File: config.mk
export PLATFORM = sky130hd
export DESIGN_NAME = i2c_csr_bridge
export DESIGN_NICKNAME = d
export VERILOG_FILES = /design/src/rtl/i2c_csr_bridge_pkg.sv /design/src/rtl/i2c_bus_cond.sv /design/src/rtl/i2c_csr_bridge.sv
export SDC_FILE = /design/constraint.sdc
export NUM_CORES = 1
export LEC_CHECK = 0
export ABC_AREA = 1
export CORE_MARGIN = 5
export CORE_UTILIZATION = 50
export CTS_BUF_LIST = sky130_fd_sc_hd__clkbuf_4 sky130_fd_sc_hd__clkbuf_8 sky130_fd_sc_hd__clkbuf_16
export CTS_CLUSTER_SIZE = 16
export DETAILED_ROUTE_END_ITERATION = 7
export GPL_ROUTABILITY_DRIVEN = 0
export GPL_TIMING_DRIVEN = 0
export PLACE_DENSITY = 0.86
export SLEW_MARGIN = 10
export SYNTH_ARGS = -nofsm -noshare
export SYNTH_HDL_FRONTEND = slang
export SYNTH_SLANG_ARGS = --single-unit
File: constraint.sdc
create_clock -name clk -period 1.9 [get_ports clk]
set_input_delay 0.38 -clock clk [delete_from_list [all_inputs] [get_ports clk]]
set_output_delay 0.38 -clock clk [all_outputs]
set_load 0.02 [all_outputs]
File: src/rtl/i2c_csr_bridge_pkg.sv
// Shared CSR bus constants: default address width, target address and block base addresses.
package i2c_csr_bridge_pkg;

  localparam int                         CSR_AW_DEFAULT   = 5;
  localparam logic [6:0]                 I2C_ADDR_DEFAULT = 7'h4a;

  // CSR address map: one 8-register window per function block
  localparam logic [CSR_AW_DEFAULT-1:0]  WDT_BASE  = 5'h00;
  localparam logic [CSR_AW_DEFAULT-1:0]  GPIO_BASE = 5'h08;
  localparam logic [CSR_AW_DEFAULT-1:0]  CNT_BASE  = 5'h10;
  localparam logic [CSR_AW_DEFAULT-1:0]  LED_BASE  = 5'h18;

endpackage

File: src/rtl/i2c_bus_cond.sv
// I2C bus conditioner: 2-FF synchronisers on SCL/SDA and single-clk START, STOP
// and SCL edge pulses derived from the synchronised levels.
module i2c_bus_cond (
  input  logic clk,
  input  logic rst_n,
  input  logic scl_i,
  input  logic sda_i,
  output logic scl_rise,
  output logic scl_fall,
  output logic start,
  output logic stop,
  output logic sda_s
);

  logic [1:0] scl_sync;
  logic [1:0] sda_sync;
  logic       scl_q;
  logic       sda_q;
  logic       scl_s;

  // NOTE: reset to 1 (idle bus level) so leaving reset never fakes a START or an edge.
  always_ff @(posedge clk) begin
    if (!rst_n) begin
      scl_sync <= 2'b11;
      sda_sync <= 2'b11;
      scl_q    <= 1'b1;
      sda_q    <= 1'b1;
    end else begin
      scl_sync <= {scl_sync[0], scl_i};
      sda_sync <= {sda_sync[0], sda_i};
      scl_q    <= scl_sync[1];
      sda_q    <= sda_sync[1];
    end
  end

  assign scl_s    = scl_sync[1];
  assign sda_s    = sda_sync[1];
  assign scl_rise = scl_s & ~scl_q;
  assign scl_fall = ~scl_s & scl_q;
  assign start    = scl_s & scl_q & sda_q & ~sda_s;
  assign stop     = scl_s & scl_q & ~sda_q & sda_s;

endmodule

File: src/rtl/i2c_csr_bridge.sv
// I2C target mastering the CSR bus: pointer byte then write bytes, or reads from the pointer.
// Define I2C_CSR_AUTOINC_EN to advance the pointer after every written or loaded read byte.
module i2c_csr_bridge
  import i2c_csr_bridge_pkg::*;
#(
  parameter logic [6:0] I2C_ADDR = I2C_ADDR_DEFAULT,
  parameter int         CSR_AW   = CSR_AW_DEFAULT
) (
  input  logic              clk,
  input  logic              rst_n,
  input  logic              scl_i,
  input  logic              sda_i,
  output logic              sda_oe,
  output logic [CSR_AW-1:0] csr_a,
  output logic [7:0]        csr_di,
  output logic              csr_we,
  input  logic [7:0]        csr_do
);

  typedef enum logic [3:0] {
    IDLE, ADDR, ADDR_ACK, PTR, PTR_ACK, WDATA, WDATA_ACK, RDATA, RDATA_ACK
  } state_t;

  state_t            state, state_d;
  logic              scl_rise, scl_fall, start, stop, sda_s;
  logic              rise, fall, byte_done, ack_end, is_ack_state, is_byte_state;
  logic [6:0]        shift;
  logic [7:0]        rx_byte;
  logic [2:0]        cnt;
  logic              ack_seen, rw;
  logic [CSR_AW-1:0] ptr;
  logic              sda_oe_d, we_d, load_rd, ptr_load;

  i2c_bus_cond u_bus_cond (
    .clk      (clk),
    .rst_n    (rst_n),
    .scl_i    (scl_i),
    .sda_i    (sda_i),
    .scl_rise (scl_rise),
    .scl_fall (scl_fall),
    .start    (start),
    .stop     (stop),
    .sda_s    (sda_s)
  );

  // Bus conditions outrank bit events arriving in the same clk.
  assign rise          = scl_rise & ~start & ~stop;
  assign fall          = scl_fall & ~start & ~stop;
  assign byte_done     = rise && (cnt == 3'd7);
  assign ack_end       = fall && ack_seen;
  assign rx_byte       = {shift, sda_s};
  assign is_ack_state  = state inside {ADDR_ACK, PTR_ACK, WDATA_ACK, RDATA_ACK};
  assign is_byte_state = state inside {ADDR, PTR, WDATA, RDATA};
  assign csr_a         = ptr;

  always_ff @(posedge clk) begin
    if (!rst_n) state <= IDLE;
    else        state <= state_d;
  end

  always_comb begin
    state_d = state;
    if (start) begin
      state_d = ADDR;
    end else if (stop) begin
      state_d = IDLE;
    end else begin
      case (state)
        ADDR:      if (byte_done) state_d = (rx_byte[7:1] == I2C_ADDR) ? ADDR_ACK : IDLE;
        ADDR_ACK:  if (ack_end)   state_d = rw ? RDATA : PTR;
        PTR:       if (byte_done) state_d = PTR_ACK;
        PTR_ACK:   if (ack_end)   state_d = WDATA;
        WDATA:     if (byte_done) state_d = WDATA_ACK;
        WDATA_ACK: if (ack_end)   state_d = WDATA;
        RDATA:     if (byte_done) state_d = RDATA_ACK;
        RDATA_ACK: begin
          if (rise && sda_s) state_d = IDLE;
          else if (ack_end)  state_d = RDATA;
        end
        default:   state_d = IDLE;
      endcase
    end
  end

  // ACK states: the first SCL fall drives ACK (or releases for a read), the fall after the ACK clock ends it.
  always_comb begin
    // NOTE: every output gets a default first so this block cannot infer a latch.
    sda_oe_d = sda_oe;
    we_d     = 1'b0;
    load_rd  = 1'b0;
    ptr_load = 1'b0;
    if (start || stop) begin
      sda_oe_d = 1'b0;
    end else begin
      case (state)
        ADDR_ACK: begin
          if (fall) begin
            if (!ack_seen) begin
              sda_oe_d = 1'b1;
            end else if (rw) begin
              load_rd  = 1'b1;
              sda_oe_d = ~csr_do[7];
            end else begin
              sda_oe_d = 1'b0;
            end
          end
        end
        PTR_ACK, WDATA_ACK: if (fall) sda_oe_d = ~ack_seen;
        PTR:                ptr_load = byte_done;
        WDATA:              we_d = byte_done;
        RDATA:              if (fall) sda_oe_d = ~shift[6];
        RDATA_ACK: begin
          if (fall) begin
            if (!ack_seen) begin
              sda_oe_d = 1'b0;
            end else begin
              load_rd  = 1'b1;
              sda_oe_d = ~csr_do[7];
            end
          end
        end
        default: ;
      endcase
    end
  end

  // NOTE: sequential state uses non-blocking assignments only, so every register sees pre-edge values.
  always_ff @(posedge clk) begin
    if (!rst_n) begin
      sda_oe   <= 1'b0;
      csr_we   <= 1'b0;
      csr_di   <= 8'h00;
      ptr      <= '0;
      shift    <= '0;
      cnt      <= 3'd0;
      ack_seen <= 1'b0;
      rw       <= 1'b0;
    end else begin
      sda_oe   <= sda_oe_d;
      csr_we   <= we_d;
      ack_seen <= is_ack_state & (ack_seen | rise);
      if (we_d) csr_di <= rx_byte;
      if (state == ADDR && byte_done) rw <= rx_byte[0];

      if (start || stop)              cnt <= 3'd0;
      else if (rise && is_byte_state) cnt <= cnt + 3'd1;

      if (rise && (state inside {ADDR, PTR, WDATA})) shift <= rx_byte[6:0];
      else if (load_rd)                              shift <= csr_do[6:0];
      else if (fall && state == RDATA)               shift <= {shift[5:0], 1'b0};

      if (ptr_load) ptr <= rx_byte[CSR_AW-1:0];
`ifdef I2C_CSR_AUTOINC_EN
      // The strobe cycle still presents the old pointer; the advance lands one clk later.
      else if (csr_we || load_rd) ptr <= ptr + 1'b1;
`endif
    end
  end

endmodule

== Yosys cells after proc, flatten, opt, wreduce, memory -nomap -nowiden ==
Cells that the tools add are included.

* Bits in registers: 37
* Input port bits: 12
* Output and inout port bits: 15
* Word-level logic and storage cells: 120

* Equal/unequal tests: 28
* Reduce and logical (&&, ||, !) cells: 19
* Bitwise logic cells: 23
* Add/sub/neg operators: 1
* Muxes and demuxes: 35

{| class="wikitable"
|+ Operators with widths
! kind !! count
|-
| 4-bit 2-to-1 mux || 8
|-
| 4-bit case mux with 7 select lines || 1
|-
| 7-bit 2-to-1 mux || 3
|-
| 4-bit inequality test, second input constant || 5
|-
| 1-bit 2-to-1 mux || 19
|-
| 4-bit by 3-bit equality test with 1-bit output, second input constant || 4
|-
| 2-bit inequality test, second input constant || 8
|-
| 7-bit AND reduction || 2
|-
| 1-bit AND || 12
|-
| 4-bit nonzero test || 3
|-
| 1-bit inverter || 10
|-
| 4-bit by 2-bit equality test with 1-bit output, second input constant || 2
|-
| 7-bit equality test, second input constant || 1
|-
| 1-bit logical AND || 7
|-
| 3-bit nonzero test || 2
|-
| 5-bit by 4-bit inequality test with 1-bit output, second input constant || 1
|-
| 5-bit AND reduction || 1
|-
| 4-bit by 1-bit equality test with 1-bit output, second input constant || 1
|-
| 4-bit equality test, second input constant || 1
|-
| 2-bit by 1-bit inequality test with 1-bit output, second input constant || 2
|-
| 4-bit by 1-bit inequality test with 1-bit output, second input constant || 1
|-
| 1-bit case mux with 4 select lines || 1
|-
| 2-bit OR reduction || 2
|-
| 3-bit by 1-bit adder with 3-bit output, second input constant || 1
|-
| 8 further kinds || 8
|}

== Logic depth before layout (Yosys ltp) ==
* Word-level depth: 12
* Depth in mapped cells: 11
* Depth with buffers taken out: 10

== Modules after synthesis ==
From an unflattened synthesis, not the netlist that was laid out.

* Cells, all modules: 256
* Area, all modules: 1,830.5 um2

{| class="wikitable"
|+ Modules (own cells, without submodules)
! module !! times used !! seq. area each (um2) !! area an instance (um2) !! cells each
|-
| i2c_csr_bridge || 1 || 620.6 || 1,631.6 || 229
|-
| i2c_bus_cond || 1 || 120.1 || 198.9 || 27
|}

== Least setup slack after synthesis ==
Ideal clock, no wire load.

* Path type: flip-flop to flip-flop
* Start point: register cnt[0]
* End point: register csr_di[6]
* Cell stages (with the launch flop): 10
* Setup time: 0.117 ns
* Period minus slack after synthesis: 1.311 ns
* Buffers on the path: 1
* Data arrival time: 1.193 ns
* Data required time: 1.783 ns
* Path slack: 0.589 ns
* Cells stage by stage: dfxtp_1 ha_1 ha_1 nand2_2 inv_2 nand2_2 inv_2 buf_6 o21ai_1 a21oi_1

* Cells in the longest elaborated chain, start to end: 4

{| class="wikitable"
|+ RTL lines
! element !! line !! RTL
|-
| from (decl) || i2c_csr_bridge.sv:29 || <nowiki>logic [2:0] cnt;</nowiki>
|-
| from (signal assigned) || i2c_csr_bridge.sv:146 || <nowiki>else if (rise && is_byte_state) cnt <= cnt + 3'd1;</nowiki>
|-
| 3-bit equality test || i2c_csr_bridge.sv:49 || <nowiki>assign byte_done = rise && (cnt == 3'd7);</nowiki>
|-
| 1-bit logical AND || i2c_csr_bridge.sv:49 ||
|-
| 1-bit 2-to-1 mux || i2c_csr_bridge.sv:95 || <nowiki>case (state)</nowiki>
|-
| 1-bit 2-to-1 mux || i2c_csr_bridge.sv:92 || <nowiki>if (start || stop) begin</nowiki>
|-
| to (signal assigned) || i2c_csr_bridge.sv:142 || <nowiki>if (we_d) csr_di <= rx_byte;</nowiki>
|-
| to (decl) || i2c_csr_bridge.sv:15 || <nowiki>output logic [7:0] csr_di,</nowiki>
|}

No other way between the ends.
A chain may end at the register's enable or synchronous reset.

== Worst setup path after layout ==
* Start point: register ptr[2] (netlist: csr_a[2])
* End point: output port csr_a[2]

{| class="wikitable"
|+ RTL lines
! element !! line !! RTL
|-
| from (decl) || i2c_csr_bridge.sv:31 || <nowiki>logic [CSR_AW-1:0] ptr;</nowiki>
|-
| from (signal assigned) || i2c_csr_bridge.sv:152 || <nowiki>if (ptr_load) ptr <= rx_byte[CSR_AW-1:0];</nowiki>
|-
| to (decl) || i2c_csr_bridge.sv:14 || <nowiki>output logic [CSR_AW-1:0] csr_a,</nowiki>
|}

No word-level cell between the ends.

==> reports/qor.txt <==
reg2reg path depth: 7
CTS Sinks: 37
Detail Route Antenna Nets: 0
final worst-path cycle share: 0.890
Overflow after GRT: 0
RSZ-0062 raised after global routing: false
crit-path max FO: 2
Syn Area/Cell: 7.17 µm²
Initial Utilization: 0.527
Synth top area share: 0.411
reg-to-reg setup timing slack: 340 ps
Synth warnings: 0
leading area contributor after synthesis: dfxtp_1
Area growth, synth to finish: 20.7%
final instance area: 2170 µm²
FF+latch count, synth: 37
asr flop ratio synth: 0
Longest Clk Path Bufs: 2
Via Count: 1,714
Top Ports: 27
Via density: 5.18
Worst Tran Pin Value: 343 ps
RR Endpoint: shift[3]
Mapped Nets: 265
final hold vios: 0
die area: 4900 µm²
vias in the first global route: 1,523
num rows: 21
Top Family by Delay on Critical Path: buffers and inverters
hold_buf cts: 0
Final #Nets: 298
worst setup path end: csr_a[2]
hold crit path type: reg2reg
Fmax achieved: 592 MHz
CP Capture Type: primary output
Netlist cell types: 27
CP max-delay cell: clkdlybuf4s50_1
Final Max Tran Viols: 0
initial antenna violation count: 0
relative slew slack: 0.771
leading post-synthesis cells by cell area: dfxtp_1, nand2_1, nor2_1
Synth Cell Area: 1800 µm²
Peak VDD IR: 0.517 mV
Die W: 70.0 µm
most frequent cells in the layout: nand2_1, nor2_1, dfxtp_1, clkdlybuf4s50_1, inv_1
root buffer cell: clkbuf_4
DP Wirelength: 3000 µm
CORE AREA: 3420 µm²
most common cell after layout, fill and taps aside: nand2_1
H-tree level count: 2
WP data required: 1520 ps
drt wl/cell: 11.8 µm
WP data arrival: 1310 ps
crit path launch: csr_a[2]
Pwr Density: 735 nW/µm²
status: finished clean
1st-pass router iterations: 4
TritonCTS buffer count: 5
r2r startpoint: state[2]
Tmin final: 1690 ps
final setup fails: 0
Clock Latency Late Sink: 350 ps
CTS tree: yes
post-CTS resize count: 0
Clock Pin Slew Worst Setup and Hold Paths: 110 ps
Seq/Total Area, Yosys: 0.411
Post-Syn Instances: 251
first-pass GRT wire length: 6630 µm
leakage dissipation: 1.03 nW
largest net degree at the start of global routing: 13
Total GRT Usage: 0.166
Iteration-0 DRC Markers: 73
FF+latch area: 741 µm²
Post-CTS Setup Inserts: 0
layout cells sized above 1: 0.147
Max stage delay on crit path: 610 ps
diode count: 0
Setup TNS: 0 ps
Die Height: 70.0 µm
Worst Skew: 10.2 ps
DRC: 0
Post-synth EDFFs: 0
Port Buffer Count: 26
critical path class: reg2out
cell area after placement: 2120 µm²
multi-input logic area: 910 µm²
Setup crit start kind: register
maxcap violations: 0
Detailed Route WL: 3900 µm
WP buf/inv: 1
critical path depth in cells: 1
CP Cell Sequence: clkdlybuf4s50_1
top_reg_cell synth: dfxtp_1
Filler Cells Inserted: 319
[cells in the mapped netlist (all sizes together) (3+ instances only)]
| library cell | n |
|---|---|
| a21oi | 17 |
| buf | 3 |
| dfxtp | 37 |
| inv | 30 |
| nand2 | 61 |
| nand3 | 17 |
| nand4 | 9 |
| nor2 | 42 |
| nor3 | 3 |
| o21ai | 19 |
| or2 | 4 |
[power by group]
group          switching [mW]  leakage, nW  internal (mW)
combinational           0.216        0.695          0.131
sequential             0.0356        0.300          0.806
clock                   0.268       0.0310          0.139
total                   0.520         1.03           1.08
[per-stage QoR]
step / std cells / utilization / power, mW / worst slack (ps) / hold WS (ps)
global route: 331 / 0.636 / 1.69 / 163 / 461
floorplan: 251 / - / 1.12 / 589 / 393
global placement: 323 / 0.620 / 1.19 / 116 / 395
detailed placement: 323 / 0.620 / 1.20 / 97.9 / 403
finish: 331 / 0.636 / 1.60 / 210 / 423
CTS: 331 / 0.636 / 1.61 / 194 / 428
[state kept, by name (all words and copies together) (netlist names)]
| name | count |
|---|---|
| shift | 7 |
| ack_seen | 1 |
| u_bus_cond.sda_q | 1 |
| u_bus_cond.scl_q | 1 |
| u_bus_cond.scl_sync | 2 |
| csr_we | 1 |
| sda_oe | 1 |
| csr_a | 5 |
| rw | 1 |
| u_bus_cond.sda_sync | 2 |
| cnt | 3 |
| state | 4 |
| csr_di | 8 |
[worst register-to-register path: stages (launching register included)]
cell and delay, ps:
dfxtp_1 440, nand2_1 150, nor2_1 300, nand3_2 230, nand2_2 130, a21oi_2 70, nor2_1 110, nor2_1 50
[cell type report]
type / count / share of cell area
clock buffer: 5 / 0.0173
tap: 46 / 0.0265
clock inverter: 3 / 0.00806
multi-input combinational: 180 / 0.419
inverter: 30 / 0.0518
sequential: 37 / 0.341
timing repair buffer: 26 / 0.120
buffer: 4 / 0.0173
[cell families (layout without fill, tap and decap cells)]
family | Yosys count | in the layout | synth area share
buf+inv | 34 | 68 | 0.0834
xor+xnor | 1 | 1 | 0.00487
fa+ha+maj | 2 | 2 | 0.0139
simple gates | 136 | 136 | 0.358
compound gates | 39 | 39 | 0.116
flops | 37 | 37 | 0.411
mux | 2 | 2 | 0.0125
[worst min path at each step]
stage	from	to	slack, ps	cells past startpoint
after floorplan	u_bus_cond.scl_sync[0]	u_bus_cond.scl_sync[1]	390	1
after detailed placement	u_bus_cond.scl_sync[0]	u_bus_cond.scl_sync[1]	400	1
after global placement	u_bus_cond.sda_sync[0]	u_bus_cond.sda_sync[1]	400	1
after CTS	u_bus_cond.scl_sync[0]	u_bus_cond.scl_sync[1]	430	1
final	u_bus_cond.scl_sync[0]	u_bus_cond.scl_sync[1]	420	1
after global routing	u_bus_cond.scl_sync[0]	u_bus_cond.scl_sync[1]	460	1
[per-layer routing]
metal,track usage,up-vias,part of all wire
li1,-,882,-
met1,0.207,779,0.46
met2,0.271,47,0.45
met3,0.0359,6,0.063
met4,0.0766,0,0.020
met5,0,-,0
Power figures use the tool's default switching activity.
